File: src/rtl/chunked_serial_adder.sv
// Multi-cycle carry-propagate adder: WIDTH-bit a+b+cin computed CHUNK bits per clock.
// Define ADDER_OVF_EN to add the signed-overflow output o_ovf.
module chunked_serial_adder #(
    parameter int WIDTH = 16,
    parameter int CHUNK = 4
) (
    input  logic             i_clk,
    input  logic             i_rst_n,
    input  logic             i_in_valid,
    output logic             o_in_ready,
    input  logic [WIDTH-1:0] i_a,
    input  logic [WIDTH-1:0] i_b,
    input  logic             i_cin,
    output logic             o_out_valid,
    input  logic             i_out_ready,
    output logic [WIDTH-1:0] o_sum,
    output logic             o_cout,
`ifdef ADDER_OVF_EN
    output logic             o_ovf,
`endif
    output logic [1:0]       o_dbg_state
);

    localparam int N     = WIDTH / CHUNK;
    localparam int IDX_W = (N > 1) ? $clog2(N) : 1;

    typedef enum logic [1:0] {
        S_IDLE = 2'd0,
        S_RUN  = 2'd1,
        S_DONE = 2'd2
    } state_t;

    // Handshakes: a transfer happens on a rising edge where valid and ready are both 1;
    // in_ready is high only in IDLE and out_valid only in DONE, so the two never coincide.

    state_t           r_state;
    state_t           w_next_state;
    logic [WIDTH-1:0] r_a;
    logic [WIDTH-1:0] r_b;
    logic [WIDTH-1:0] r_sum;
    logic             r_carry;
    logic             r_cout;
    logic [IDX_W-1:0] r_idx;
    logic [CHUNK:0]   w_chunk_sum;
    logic [WIDTH-1:0] w_chunk_ext;
    logic [WIDTH-1:0] w_sum_next;
    logic             w_last;
    logic             w_accept;

    assign w_chunk_sum = {1'b0, r_a[CHUNK-1:0]} + {1'b0, r_b[CHUNK-1:0]}
                       + {{CHUNK{1'b0}}, r_carry};
    assign w_chunk_ext = WIDTH'(w_chunk_sum[CHUNK-1:0]);
    // Chunks enter at the MSB end so the first (lowest) chunk ends up at bit 0.
    assign w_sum_next  = (r_sum >> CHUNK) | (w_chunk_ext << (WIDTH - CHUNK));
    assign w_last      = (r_idx == IDX_W'(N - 1));

    assign o_in_ready  = (r_state == S_IDLE);
    assign o_out_valid = (r_state == S_DONE);
    assign o_sum       = r_sum;
    assign o_cout      = r_cout;
    assign o_dbg_state = r_state;

    always_comb begin
        w_next_state = r_state;
        w_accept     = 1'b0;
        case (r_state)
            S_IDLE: begin
                if (i_in_valid) begin
                    w_accept     = 1'b1;
                    w_next_state = S_RUN;
                end
            end
            S_RUN: begin
                if (w_last) begin
                    w_next_state = S_DONE;
                end
            end
            S_DONE: begin
                if (i_out_ready) begin
                    w_next_state = S_IDLE;
                end
            end
            default: w_next_state = S_IDLE;
        endcase
    end

    always_ff @(posedge i_clk or negedge i_rst_n) begin
        if (!i_rst_n) begin
            r_state <= S_IDLE;
            r_a     <= '0;
            r_b     <= '0;
            r_sum   <= '0;
            r_carry <= 1'b0;
            r_cout  <= 1'b0;
            r_idx   <= '0;
        end else begin
            r_state <= w_next_state;
            if (w_accept) begin
                r_a     <= i_a;
                r_b     <= i_b;
                r_carry <= i_cin;
                r_idx   <= '0;
            end else if (r_state == S_RUN) begin
                r_a     <= r_a >> CHUNK;
                r_b     <= r_b >> CHUNK;
                r_sum   <= w_sum_next;
                r_carry <= w_chunk_sum[CHUNK];
                if (w_last) begin
                    r_cout <= w_chunk_sum[CHUNK];
                end else begin
                    r_idx  <= r_idx + IDX_W'(1);
                end
            end
        end
    end

`ifdef ADDER_OVF_EN
    logic r_ovf;
    logic w_carry_into_msb;

    // Carry into the top bit is recovered from the top bit's own sum: c = a ^ b ^ s.
    assign w_carry_into_msb = r_a[CHUNK-1] ^ r_b[CHUNK-1] ^ w_chunk_sum[CHUNK-1];
    assign o_ovf            = r_ovf;

    always_ff @(posedge i_clk or negedge i_rst_n) begin
        if (!i_rst_n) begin
            r_ovf <= 1'b0;
        end else if ((r_state == S_RUN) && w_last) begin
            r_ovf <= w_carry_into_msb ^ w_chunk_sum[CHUNK];
        end
    end
`endif

endmodule

File: config.mk
export PLATFORM = sky130hd
export DESIGN_NAME = chunked_serial_adder
export DESIGN_NICKNAME = d
export VERILOG_FILES = /design/src/rtl/chunked_serial_adder.sv
export SDC_FILE = /design/constraint.sdc
export NUM_CORES = 1
export LEC_CHECK = 0
export CAP_MARGIN = 20
export CORE_MARGIN = 5
export CORE_UTILIZATION = 45
export DETAILED_ROUTE_END_ITERATION = 10
export PLACE_DENSITY = 0.88
export SETUP_SLACK_MARGIN = 0.3
export SKIP_CTS_REPAIR_TIMING = 1
export SLEW_MARGIN = 40
export SYNTH_ARGS = -nofsm -noshare
export SYNTH_HDL_FRONTEND = slang
export SYNTH_SLANG_ARGS = --single-unit
File: constraint.sdc
create_clock -name i_clk -period 1.45 [get_ports i_clk]
set_input_delay 0.145 -clock i_clk [delete_from_list [all_inputs] [get_ports i_clk]]
set_output_delay 0.145 -clock i_clk [all_outputs]
set_load 0.02 [all_outputs]
==> flow_metrics.py <==
metrics = {
    "outcome": {
        "status": "complete, but fails checks",
        "violations": "negative setup slack",
    },
    "global_routing": {
        "grt_pass1_vias": 2214,
        "grt_max_degree": 42,
        "grt_usage": 0.175,
        "globalRouteOverflowTotal": 0,
        "grt_pass1_wl_um": 10200,
        "antenna_found_initial": 0,
    },
    "sta": {
        "worstMarginPinSlew_ps": 344,
        "min_period_ps": 1610,
        "min_period_over_period": 1.11,
        "slew_violations": 0,
        "setup_viol": 24,
        "fin_worst_skew_ps": 7.79,
        "slew_headroom": 0.771,
        "layout_setup_ws_ps": -162,
        "rsz0062_at_grt": "yes",
        "max_freq_mhz": 620,
        "hold_viol_final": 0,
    },
    "synthesis": {
        "ys_async_sr_fraction": 1.00,
        "synth_top_family_by_area": "compound AO/OA/AOI/OAI gates",
        "synth_mux_area_frac": 0,
        "syn_inst": 261,
        "synth_edf_count": 0,
        "synth_commonest_cells": "nand2_1 (61), dfrtp_1 (54), o21ai_0 (29)",
        "post-synth-top-count-cell": "nand2_1",
        "synth.yosys.seq_area_share": 0.540,
        "synthFlopType": "dfrtp_1",
        "synth_nets": 304,
        "avgSynthCellArea_um2": 9.59,
        "synthAdderAreaFrac": 0.0360,
        "yosys.area.top_type_share": 0.540,
        "synth_compound_area_frac": 0.190,
        "synth_warnings": 0,
        "synth_area_um2": 2500,
        "ys_ff_latch": 54,
        "synth.distinct_cells": 33,
        "synth_xor_area_frac": 0.00700,
        "yosys.area_share.simple": 0.165,
        "yosys-top-cells-area": "dfrtp_1 (54%), nand2_1 (9.1%), a22oi_1 (7.2%)",
        "synth_top_cell_by_area": "dfrtp_1",
    },
    "worst_setup_path": {
        "crit_path_top_delay_cell": "dfrtp_1",
        "cpMostUsedCell": "fa_2",
        "ff2ff_setup_slack_ps": -160,
        "slowest_delay_ps": 420,
        "start_kind": "flop",
        "crit_fanout": 2,
        "cp.required_ps": 1640,
        "timing.critical_path.cells": "fa_2 > inv_2 > fa_2 > buf_4 > xor2_1 > o21ai_1",
        "worst-path-stages": 6,
        "crit_family": "adder cells",
        "cp_num_buf_inv": 2,
        "end_kind": "flop",
        "r2r_cells": 6,
        "critical_path_class": "flop to flop",
        "crit_arrival_ps": 1810,
    },
    "placement": {
        "dp_hpwl_um": 4450,
        "placed_cell_area_um2": 3400,
        "port_buffers": 57,
        "place_ws_ps": -105,
        "gp_congestion": 0.820,
    },
    "pwr": {
        "ir_worst_vdd_mv": 1.24,
        "power_density_nw_per_um2": 2220,
        "leakagePower_uw": 0.00215,
    },
    "clocking": {
        "cts_made_buffers": 5,
        "cts_buffer_depth": 2,
        "clk_latency_ps": 310,
        "cts_tree": "done",
        "clockRootBuffer": "clkbuf_8",
        "htreeDepth": 2,
        "clk_pin_slew_ps": 90,
        "cts.sinks": 54,
    },
    "floorplan": {
        "dieArea_um2": 7160,
        "die_height_um": 84.6,
        "ios": 58,
        "dieWidth_um": 84.6,
        "coreArea_um2": 5470,
        "placementRows": 27,
        "initial_core_util": 0.457,
    },
    "cells_and_area": {
        "drive_gt1_frac": 0.421,
        "antenna_cells": 0,
        "area_growth_pct": 69.4,
        "seqCellArea_um2": 1350,
        "nFillCells": 325,
        "multi_input_area_um2": 1460,
        "fin_nets": 398,
        "postLayoutCellArea_um2": 4240,
    },
    "hold_path": {
        "min-delay-path-class": "input pin to asynchronous set/reset pin",
    },
    "detailed_routing": {
        "post_drt_wl_per_cell_um": 19.4,
        "drc": 0,
        "wl_um": 8300,
        "first_pass_iters": 4,
        "ant_nets": 0,
        "viasPerCell": 5.64,
        "vias": 2416,
        "dr.first_iter.drc_count": 145,
    },
    "run": {
        "max_cap_violations": 0,
    },
}
-- area by class of cell --
cell class                 count  area share
clock inverter                 3     0.00944
tap                           72      0.0212
clock buffer                   5      0.0162
inverter                      13      0.0115
multi-input combinational    176       0.344
timing repair buffer         105       0.278
sequential                    54       0.319
-- stage by stage --
stage / setup TNS (ps) / instances / utilization / hold slack, ps / total power, uW
CTS: -1620 / 401 / 0.641 / -272 / 7550
global route: -2080 / 428 / 0.775 / 289 / 9950
global placement: -62.4 / 393 / 0.621 / 59.4 / 6350
detailed placement: -720 / 393 / 0.621 / 63.1 / 6510
floorplan: -18.4 / 261 / - / -151 / 5190
finish: -863 / 428 / 0.775 / 268 / 9430
-- worst reg2reg max path, cell delays in order (launching register included) --
cell and delay (ps):
dfrtp_1 420, fa_2 410, inv_2 70, fa_2 190, buf_4 110, xor2_1 220, o21ai_1 100
-- cell families after synthesis --
group                      Yosys count
AOI/OAI and AO/OA                   77
xor gates and xnor gates             2
adders and majority gates            6
and+or+nand+nor                     91
buffers and inverters               31
DFF                                 54
-- power breakdown --
part	leakage (uW)	switching [uW]	total [uW]	internal (uW)
logic	0.00141	2830	5650	2820
registers	0.000690	631	2780	2150
clock network	0.0000579	487	996	509
-- registers in the layout (all words and copies together) (netlist names) --
register / cells
o_cout: 1
r_b: 16
o_dbg_state: 2
r_idx: 2
r_a: 16
r_carry: 1
o_sum: 16
-- metal layers --
| layer | wire [um] | part of all wire | GRT usage |
|---|---|---|---|
| met5 | 0 | 0 | 0 |
| met4 | 425 | 0.051 | 0.0518 |
| met3 | 521 | 0.063 | 0.0451 |
| met2 | 4430 | 0.53 | 0.311 |
| met1 | 2920 | 0.35 | 0.207 |
-- final timing paths --
check / from / to
min in group i_clk: i_a[15] / r_a[15]
max: r_a[0] / o_sum[14]
min: i_rst_n / o_sum[7]
min reg2reg: o_sum[2] / o_sum[2]
max reg2reg: r_a[0] / o_sum[14]
max in group asynchronous: i_rst_n / o_dbg_state[1]
-- cell usage in the layout, fill, tap and decap left out, types with 8 or more instances in the layout --
cell	instances
dfrtp_1	52
clkdlybuf4s50_1	35
nand2_1	30
buf_4	25
o21ai_1	22
dlymetal6s2s_1	19
nand2_2	17
nand2_4	14
a22oi_2	13
o21ai_2	12
buf_6	12
inv_1	11
a22oi_1	11
nand3_2	8
Note: power is estimated with default switching activity, not from simulation.
